--- config.mk ---
export PLATFORM = sky130hd
export DESIGN_NAME = inst_issue_arbiter
export DESIGN_NICKNAME = d
export VERILOG_FILES = /design/src/rtl/inst_issue_arbiter.sv
export SDC_FILE = /design/constraint.sdc
export NUM_CORES = 1
export LEC_CHECK = 0
export BUFFER_PORTS_ARGS = -buffer_cell sky130_fd_sc_hd__buf_2
export CAP_MARGIN = 20
export CORE_UTILIZATION = 53
export DETAILED_ROUTE_END_ITERATION = 10
export PLACE_DENSITY = 0.75
export RECOVER_POWER = 25
export SYNTH_ARGS = -nofsm -noshare
export SYNTH_HDL_FRONTEND = slang
export SYNTH_SLANG_ARGS = --single-unit
--- constraint.sdc ---
create_clock -name clk -period 5.5 [get_ports clk]
set_clock_uncertainty 0.05 [all_clocks]
set_input_delay 0.55 -clock clk [delete_from_list [all_inputs] [get_ports clk]]
set_output_delay 0.55 -clock clk [all_outputs]
set_load 0.1 [all_outputs]
--- src/rtl/inst_issue_arbiter.sv ---
// Two-requester issue arbiter for the 8-bit pipeline instruction port: per-source FIFOs,
// round-robin selection with a burst limit, a registered output slot and a drain FSM.
module inst_issue_arbiter #(
   parameter int INST_W     = 8,
   parameter int FIFO_DEPTH = 2,
   parameter int MAX_BURST  = 4,
   parameter int DROP_NOP   = 0
) (
   input  logic              clk,
   input  logic              rst,
   input  logic [INST_W-1:0] req0_inst,
   input  logic              req0_valid,
   output logic              req0_ready,
   input  logic [INST_W-1:0] req1_inst,
   input  logic              req1_valid,
   output logic              req1_ready,
   output logic [INST_W-1:0] inst,
   output logic              inst_valid,
   input  logic              inst_ready,
   output logic              grant_id,
   input  logic              drain,
   output logic              drain_done
);

   localparam int PW = $clog2(FIFO_DEPTH);
   localparam int CW = PW + 1;
   localparam int BW = $clog2(MAX_BURST + 1);
   localparam logic [CW-1:0] FULL_CNT  = CW'(FIFO_DEPTH);
   localparam logic [BW-1:0] BURST_MAX = BW'(MAX_BURST);

   localparam logic [1:0] ST_RUN   = 2'd0;
   localparam logic [1:0] ST_DRAIN = 2'd1;
   localparam logic [1:0] ST_DONE  = 2'd2;

   logic [1:0]        state;
   logic [INST_W-1:0] mem [2][FIFO_DEPTH];
   logic [PW-1:0]     wr_ptr [2];
   logic [PW-1:0]     rd_ptr [2];
   logic [CW-1:0]     cnt [2];
   logic [INST_W-1:0] in_data [2];
   logic [1:0]        in_valid;
   logic [1:0]        full;
   logic [1:0]        empty;
   logic [1:0]        rdy;
   logic [1:0]        push;
   logic [1:0]        pop;
   logic              owner;
   logic [BW-1:0]     burst_cnt;
   logic              slot_free;
   logic              pop_any;
   logic              sel;
   logic [INST_W-1:0] head;
   logic              is_nop;
   logic              issue;

   assign in_data[0] = req0_inst;
   assign in_data[1] = req1_inst;
   assign in_valid   = {req1_valid, req0_valid};
   assign req0_ready = rdy[0];
   assign req1_ready = rdy[1];
   assign drain_done = (state == ST_DONE);

   // Ready never looks at the pop side, so a full FIFO refuses even while it is being drained.
   always_comb begin
      for (int g = 0; g < 2; g++) begin
         full[g]  = (cnt[g] == FULL_CNT);
         empty[g] = (cnt[g] == '0);
         rdy[g]   = !full[g] && (state == ST_RUN) && !rst;
         push[g]  = in_valid[g] && rdy[g];
      end
   end

   assign slot_free = !inst_valid || inst_ready;
   assign pop_any   = slot_free && (!empty[0] || !empty[1]) && (state != ST_DONE);

   always_comb begin
      sel = owner;
      if (empty[0])
         sel = 1'b1;
      else if (empty[1])
         sel = 1'b0;
      else if (burst_cnt >= BURST_MAX)
         sel = !owner;
   end

   assign pop[0] = pop_any && !sel;
   assign pop[1] = pop_any && sel;
   assign head   = mem[sel][rd_ptr[sel]];
   assign is_nop = (DROP_NOP != 0) && (head[INST_W-1 -: 2] == 2'b00);
   assign issue  = pop_any && !is_nop;

   always_ff @(posedge clk) begin
      for (int g = 0; g < 2; g++) begin
         if (push[g])
            mem[g][wr_ptr[g]] <= in_data[g];
      end
   end

   // Pointers are log2(depth) wide, so they wrap on their own.
   always_ff @(posedge clk) begin
      for (int g = 0; g < 2; g++) begin
         if (rst) begin
            wr_ptr[g] <= '0;
            rd_ptr[g] <= '0;
            cnt[g]    <= '0;
         end else begin
            if (push[g])
               wr_ptr[g] <= wr_ptr[g] + PW'(1);
            if (pop[g])
               rd_ptr[g] <= rd_ptr[g] + PW'(1);
            case ({push[g], pop[g]})
               2'b10:   cnt[g] <= cnt[g] + CW'(1);
               2'b01:   cnt[g] <= cnt[g] - CW'(1);
               default: cnt[g] <= cnt[g];
            endcase
         end
      end
   end

   // Dropped NOPs still count toward the burst of their owner.
   always_ff @(posedge clk) begin
      if (rst) begin
         owner     <= 1'b0;
         burst_cnt <= '0;
      end else if (pop_any) begin
         if (sel != owner) begin
            owner     <= sel;
            burst_cnt <= BW'(1);
         end else if (burst_cnt < BURST_MAX) begin
            burst_cnt <= burst_cnt + BW'(1);
         end
      end
   end

   always_ff @(posedge clk) begin
      if (rst) begin
         inst       <= '0;
         grant_id   <= 1'b0;
         inst_valid <= 1'b0;
      end else if (slot_free) begin
         if (issue) begin
            inst       <= head;
            grant_id   <= sel;
            inst_valid <= 1'b1;
         end else begin
            inst_valid <= 1'b0;
         end
      end
   end

   always_ff @(posedge clk) begin
      if (rst) begin
         state <= ST_RUN;
      end else begin
         case (state)
            ST_RUN:
               if (drain)
                  state <= ST_DRAIN;
            ST_DRAIN:
               if (!drain)
                  state <= ST_RUN;
               else if (empty[0] && empty[1] && slot_free && !pop_any)
                  state <= ST_DONE;
            ST_DONE:
               if (!drain)
                  state <= ST_RUN;
            default:
               state <= ST_RUN;
         endcase
      end
   end

endmodule

# ---- Yosys cells after proc, flatten, opt, wreduce, memory -nomap -nowiden
# Memories as Yosys holds them, arrays and structs flattened.
# Cells that the tools add are included.
dict set report totals {
  mem_bits_rw 40
  inputBits 22
  register_bits 16
  mem_count 4
}
# memory depth width rd rd_ports_with_merged_regs write_ports line
set mem_list {}
lappend mem_list {mem 2 16 1 0 2 36} ;# logic [INST_W-1:0] mem [2][FIFO_DEPTH];
lappend mem_list {cnt 2 2 2 0 2 39} ;# logic [CW-1:0] cnt [2];
lappend mem_list {rd_ptr 2 1 3 0 2 38} ;# logic [PW-1:0] rd_ptr [2];
lappend mem_list {wr_ptr 2 1 2 0 2 37} ;# logic [PW-1:0] wr_ptr [2];
dict set report op_classes {
  n_mux 62
  reduce_logical 36
  bitwise 13
  n_eq_ne 13
  order_cmp 7
  add_sub_neg 9
}
# operator n
set ops {}
lappend ops {{$mux W1} 40}
lappend ops {{$mux W8} 5}
lappend ops {{$mux W16} 2}
lappend ops {{$mux W2} 10}
lappend ops {{$demux W8 S1} 2}
lappend ops {{$logic_and A1 B1 Y1} 15}
lappend ops {{$eq A2 B2 Y1 const B} 5}
lappend ops {{$or A1 B1 Y1} 10}
lappend ops {{$logic_not A1 Y1} 9}
lappend ops {{$eq A2 B1 Y1 const B} 3}
lappend ops {{$ge A2 B2 Y1 const B} 3}
lappend ops {{$logic_not A2 Y1} 3}
lappend ops {{$mux W3} 2}
lappend ops {{$ne A2 B2 Y1 const B} 3}
lappend ops {{$not A1 Y2} 3}
lappend ops {{$pmux W2 S3} 1}
lappend ops {{$reduce_and A2 Y1} 3}
lappend ops {{$add A1 B1 Y1 const B} 4}
lappend ops {{$add A2 B1 Y2 const B} 2}
lappend ops {{$lt A2 B1 Y1 const B} 2}
lappend ops {{$reduce_or A2 Y1} 2}
lappend ops {{$sub A2 B1 Y2 const B} 2}
lappend ops {{$add A3 B1 Y3 const B} 1}
lappend ops {{$ge A3 B3 Y1 const B} 1}
lappend ops {{6 further kinds} 7}

# ---- Longest topological paths before layout
# Gate-level depths: netlist of run 1.
# An unclocked memory read counts as a cell.
dict set report depth {
  depth_word 14
  mapped_depth 11
  ltp_nobuf 10
}

# ---- Least setup slack after synthesis of run 1
# OpenSTA, ideal clock, no wires.
dict set report synth_path {
  path_type {input -> register}
  start {input port rst}
  end {memory mem[1][10] (netlist name) (enable)}
  cell_stages 3
  slack_ns -1.728
  arrival_time_ns 6.803
  path_buffers 0
  cell_sequence {a2111oi_0 > nand2_1 > nor2_1}
}
# element line
set synth_lines {}
lappend synth_lines {{start, declared} 10} ;# input logic rst,
lappend synth_lines {{end, declared} 36}

==> results of run 1 <==
## metal layers
layer  vias to the layer above  global-route usage  wire length (um)
met5                         -                   0                 0
met4                         0              0.0889                89
met3                         9              0.0332               190
met2                        50               0.316              2070
met1                       759               0.245              1940
li1                        783                   -                 -
## placed cells by master (no fill, tap or decap), types with 2 or more instances in the layout
| cell | count |
|---|---|
| nor2_1 | 14 |
| xnor2_1 | 2 |
| ha_1 | 7 |
| nor2b_1 | 2 |
| a21oi_1 | 6 |
| clkbuf_8 | 5 |
| o21ai_0 | 3 |
| o21a_1 | 2 |
| nor3_1 | 6 |
| buf_2 | 32 |
| dfxtp_1 | 16 |
| clkbuf_1 | 2 |
| nand2_1 | 7 |
| nor4_1 | 20 |
| a311oi_1 | 2 |
| nand3b_1 | 2 |
| a311o_2 | 7 |
| mux2i_1 | 16 |
| and3_1 | 3 |
| edfxtp_1 | 40 |
| inv_1 | 9 |
## state kept, by name, indices dropped and copies added (netlist names)
register and count:
rd_ptr 2, grant_id 1, state 2, inst 8, burst_cnt 3, inst_valid 1, cnt 4, wr_ptr 2
mem 32, owner 1
## worst max-delay path, delay by kind of cell (launching register included)
kind | cells | cell delay [ns]
AO/OA/AOI/OAI | 1 | 0.28
adder cells (fa/ha/maj) | 2 | 0.63
buffers and inverters | 1 | 0.07
flip-flops | 1 | 0.37
AND/OR/NAND/NOR | 3 | 1.25
## worst paths after layout
kind | startpoint | endpoint | slack (ns) | cells past startpoint
min | req1_inst[6] | mem[1][6] | 0.38 | 1
max reg2reg | cnt[0][0] | cnt[1][1] | 2.54 | 7
min reg2reg | grant_id | grant_id | 0.43 | 1
max | cnt[0][0] | cnt[1][1] | 2.54 | 7
## logic make-up after synthesis
family / Yosys count / synth area share
buf+inv: 21 / 0.0433
flops: 56 / 0.619
xor+xnor: 2 / 0.00713
compound gates: 28 / 0.0937
mux: 16 / 0.0652
fa+ha+maj: 7 / 0.0357
simple gates: 61 / 0.136
## stage by stage
stage	hold WS [ns]	utilization	total power [mW]	setup slack [ns]
floorplan	0.405	-	1.25	0.479
global placement	0.430	0.595	1.34	2.67
detailed placement	0.409	0.595	1.35	2.57
CTS	0.372	0.620	1.62	2.56
global route	0.366	0.619	1.69	2.29
finish	0.378	0.619	1.61	2.54
## power by group
part	switching [mW]	internal [mW]	total [mW]
Sequential	0.0850	0.547	0.632
Combinational	0.518	0.196	0.714
Clock	0.130	0.135	0.265
## final cells by class
cell class,count,area (sq um),share of cell area
inverters,9,33.8,0.0124
clock buffers,5,68.8,0.0252
flip-flops and latches,56,1520,0.557
repair buffers,34,168,0.0613
multi-input cells,114,835,0.305
well taps,52,65.1,0.0238
clock inverters,3,42.5,0.0156
==> impl_metrics.json, run 1 <==
{
  "run_status": "finished, final reports clean",
  "ctsResizeCount": 0,
  "syn-num-nets": 220,
  "clockBufferDepth": 2,
  "crit_required_ns": 5.45,
  "finalCriticalPeriod_ns": 2.96,
  "die_area_sq_um": 4910,
  "grt_overflow": 0,
  "drive_above_1_share": 0.235,
  "slew_headroom": 0.291,
  "dpl_cell_area_sq_um": 2630,
  "path_cells": "inv_1 -> ha_1 -> nor3b_2 -> nor3_1 -> nand2_1 -> ha_1 -> o21ai_0",
  "dr.pass1.iters": 4,
  "wl_um": 4280,
  "cts_tree": "yes",
  "fin_tns_setup_ns": 0,
  "rsz0062_at_grt": "false",
  "ant_nets": 0,
  "syn_avg_cell_area_sq_um": 12.9,
  "slowest_stage": "nor3_1",
  "path_class": "register to register",
  "synth_top_cells_by_count": "edfxtp_1, nor4_1, dfxtp_1, mux2i_1, nor2_1",
  "slew_viol_final": 0,
  "place_hpwl_um": 2970,
  "cp_common_cell": "ha_1",
  "yosys.cell_count.top_type": "edfxtp_1",
  "cts_max_level": 2,
  "yosysTopAreaCell": "edfxtp_1",
  "port-buffer-count": 34,
  "die_y_um": 70.1,
  "die_w_um": 70.1,
  "syn2layout_area_growth_pct": 11.3,
  "instances_no_fill": 273,
  "start_util": 0.556,
  "hold_buffers": 0,
  "ir_worst_vdd_mv": 0.484,
  "max_stage_delay_ns": 0.85,
  "drc_errors": 0,
  "clock_latency_ns": 0.31,
  "num_io_pins": 35,
  "routed_via_density": 5.86,
  "p_leak_nw": 1.06,
  "place_congestion": 0.763,
  "synth_top_area_frac": 0.489,
  "cts_made_buffers": 5,
  "std_cell_rows": 24,
  "cp-end-kind": "register",
  "yosys_warnings": 0,
  "grt_pass1_vias": 1510,
  "layout.nets": 249,
  "synth-seq-area-share": 0.619,
  "finalSetupViolCount": 0,
  "path_clk_slew_ns": 0.10,
  "synth-async-reset-ratio": 0,
  "fin_crit_sh": 0.538,
  "core_area_sq_um": 4410,
  "dp_cells": 265,
  "synth.distinct_cells": 38,
  "syn_area_sq_um": 2460,
  "root_buffer": "clkbuf_8",
  "synth_cells": 191,
  "vias": 1601,
  "yosys-top-cells-area": "edfxtp_1, dfxtp_1, mux2i_1, nor4_1, ha_1",
  "synthFlopType": "edfxtp_1",
  "worstSetupStartpointType": "register",
  "synth_edf_count": 40,
  "ys_ff_latch": 56,
  "fillers": 349,
  "grt_max_degree": 33,
  "cap_violations": 0,
  "track_usage": 0.191,
  "grt_pass1_wl_um": 7200,
  "p_per_area_nw_per_um2": 589,
  "finalHoldViolCount": 0,
  "n_antenna_cell": 0,
  "cp.arrival_ns": 2.90,
  "fmax_ghz": 0.338,
  "clock_sinks": 56,
  "path_max_fanout": 11,
  "final_cell_area_sq_um": 2730,
  "worst_slew_pin_slew_ns": 1.05,
  "post_cts_buffers": 0,
  "wl_per_cell_um": 15.7,
  "antenna_found_initial": 0,
  "drtIter0Drc": 177,
  "min_path_type": "input port to register"
}
No activity file was read; power rests on OpenSTA's default activity.
==> run 2: changes to the inputs <==
--- a/config.mk
+++ b/config.mk
@@ -5,9 +5,10 @@
 export SDC_FILE = /design/constraint.sdc
 export NUM_CORES = 1
 export LEC_CHECK = 0
+export ABC_AREA = 1
 export BUFFER_PORTS_ARGS = -buffer_cell sky130_fd_sc_hd__buf_2
 export CAP_MARGIN = 20
-export CORE_UTILIZATION = 53
+export CORE_UTILIZATION = 51
 export DETAILED_ROUTE_END_ITERATION = 10
 export PLACE_DENSITY = 0.75
 export RECOVER_POWER = 25
==> constraint.sdc (replaced) <==
create_clock -name clk -period 2.65 [get_ports clk]
set_clock_uncertainty 0.05 [all_clocks]
set_input_delay 0.265 -clock clk [delete_from_list [all_inputs] [get_ports clk]]
set_output_delay 0.265 -clock clk [all_outputs]
set_load 0.1 [all_outputs]
==> impl_metrics.json, run 2 <==
{
  "power_mw": 3.55,
  "syn_avg_cell_area_sq_um": 10.0,
  "fillers": 419,
  "synth_edf_count": 40,
  "synth_cells": 252,
  "p_leak_nw": 1.29,
  "multi_input_area_sq_um": 847,
  "cp.arrival_ns": 2.42,
  "min_path_type": "input port to register",
  "crit_start": "cnt[0][0]",
  "crit_required_ns": 2.65,
  "grt_pass1_wl_um": 7920,
  "start_util": 0.531,
  "synth.distinct_cells": 30,
  "cts_made_buffers": 5,
  "synth_top_area_frac": 0.476,
  "cts_tree": "yes",
  "track_usage": 0.206,
  "p_per_area_nw_per_um2": 1230,
  "core_area_sq_um": 4750,
  "slew_headroom": 0.678,
  "ctsResizeCount": 0,
  "place_hpwl_um": 3380,
  "grt_overflow": 0,
  "clockBufferDepth": 2,
  "synth-seq-area-share": 0.603,
  "clock_latency_ns": 0.31,
  "grt_pass1_vias": 1769,
  "grt_max_degree": 19,
  "ir_worst_vdd_mv": 0.563,
  "fin_tns_setup_ns": 0,
  "ff_latch_area_sq_um": 1520,
  "synth_top_cells_by_count": "nand2_1, edfxtp_1, inv_1",
  "ys_ff_latch": 56,
  "layout.nets": 322,
  "port-buffer-count": 34,
  "reg2reg_depth": 10,
  "finalSetupViolCount": 0,
  "root_buffer": "clkbuf_8",
  "path_max_fanout": 18,
  "hold_buffers": 0,
  "cts_max_level": 2,
  "std_cell_rows": 25,
  "wl_um": 4780,
  "syn-num-nets": 281,
  "finalHoldViolCount": 0,
  "drive_above_1_share": 0.224,
  "wl_per_cell_um": 13.2,
  "fin_crit_sh": 0.913,
  "r2r_slack_ns": 0.23,
  "largest_reg_flops": 32,
  "yosysTopAreaCell": "edfxtp_1",
  "final_common_cell": "nand2_1",
  "clock_sinks": 56,
  "worstSetupStartpointType": "register",
  "routed_via_density": 4.92,
  "num_io_pins": 35,
  "cp-end-kind": "register",
  "post_cts_buffers": 0,
  "slew_viol_final": 0,
  "yosys-top-cells-area": "edfxtp_1, dfxtp_1, nand2_1, inv_1, nand3_1",
  "drtIter0Drc": 108,
  "fmax_ghz": 0.413,
  "finalCriticalPeriod_ns": 2.42,
  "ant_nets": 0,
  "vias": 1775,
  "run_status": "finished, final reports clean",
  "path_class": "register to register",
  "yosys.cell_count.top_type": "nand2_1",
  "synth-async-reset-ratio": 0,
  "cap_violations": 0,
  "dr.pass1.iters": 4,
  "worstReg2RegEnd": "cnt[1][0]",
  "place_congestion": 0.764,
  "rsz0062_at_grt": "false",
  "path_clk_slew_ns": 0.10,
  "die_area_sq_um": 5240,
  "drc_errors": 0,
  "critPathCapture": "cnt[1][0]",
  "worst_slew_pin_slew_ns": 0.487,
  "synthFlopType": "edfxtp_1",
  "yosys_warnings": 0,
  "die_w_um": 72.4,
  "reg2reg_from": "cnt[0][0]",
  "syn_area_sq_um": 2520,
  "n_antenna_cell": 0,
  "antenna_found_initial": 0,
  "layout_common_cells": "nand2_1, edfxtp_1, buf_2",
  "die_y_um": 72.4,
  "syn2layout_area_growth_pct": 14.4
}
run 2: cell types whose count changed after synthesis, moves of 3 or more:
cell,before,now
nand2_1,7,66
a311o_2,7,0
nand3_1,1,20
and3_1,3,0
o21ai_1,0,4
mux2i_1,16,0
inv_2,0,6
a21oi_1,6,15
nor3_1,6,1
buf_1,3,0
nand3b_1,2,5
nor4_1,20,0
inv_1,9,29
run 2: report_power, final:
part | internal, mW | total (mW) | switching [mW] | leakage (nW)
registers | 1.13 | 1.21 | 0.0798 | 0.508
logic | 0.504 | 1.89 | 1.39 | 0.741
clock network | 0.185 | 0.456 | 0.271 | 0.0460
run 2: routing by layer:
metal | part of all wire | GRT usage
met5 | 0 | 0
met4 | 0.024 | 0.115
met3 | 0.048 | 0.0375
met2 | 0.49 | 0.345
met1 | 0.44 | 0.253
run 2: kinds of logic after synthesis:
| group | share of synthesized area |
|---|---|
| buffers and inverters | 0.0674 |
| DFF | 0.603 |
| AOI/OAI and AO/OA | 0.0540 |
| xor gates and xnor gates | 0.00347 |
| and+or+nand+nor | 0.238 |
| adders and majority gates | 0.0347 |
run 2: through the flow:
stage	instance area, sq um	setup WS, ns	cells	hold WS, ns	utilization
finish	2890	0.231	361	0.0879	0.608
detailed placement	2810	0.235	353	0.407	0.590
floorplan	2540	0.00155	252	0.314	-
CTS	2890	0.212	361	0.0764	0.608
global placement	2810	0.356	353	0.399	0.590
global route	2890	0.000242	361	0.0769	0.608
run 2: critical path, cell delays in order, from the launching register on:
cell and delay [ns]:
edfxtp_1 0.41, inv_1 0.10, ha_1 0.20, inv_2 0.13, nand2_8 0.17, inv_2 0.10
nor2_2 0.12, inv_2 0.06, ha_1 0.28, o31ai_1 0.34, o21ai_0 0.19
run 2: how the worst min path moves through the flow:
stage	start	end	cells past startpoint
floorplan	req0_inst[0]	mem[0][0]	0
global placement	inst[4]	inst[4]	2
detailed placement	req1_inst[6]	mem[1][14]	1
CTS	req1_inst[7]	mem[1][15]	1
global route	req1_inst[6]	mem[1][14]	1
finish	req1_inst[5]	mem[1][13]	1
run 2: area by class of cell:
| cell class | instances | share of cell area |
|---|---|---|
| Tap cell | 67 | 0.0290 |
| Clock buffer | 5 | 0.0238 |
| Timing Repair Buffer | 40 | 0.0736 |
| Inverter | 36 | 0.0476 |
| Sequential cell | 56 | 0.527 |
| Multi-Input combinational cell | 154 | 0.293 |
| Clock inverter | 3 | 0.00606 |
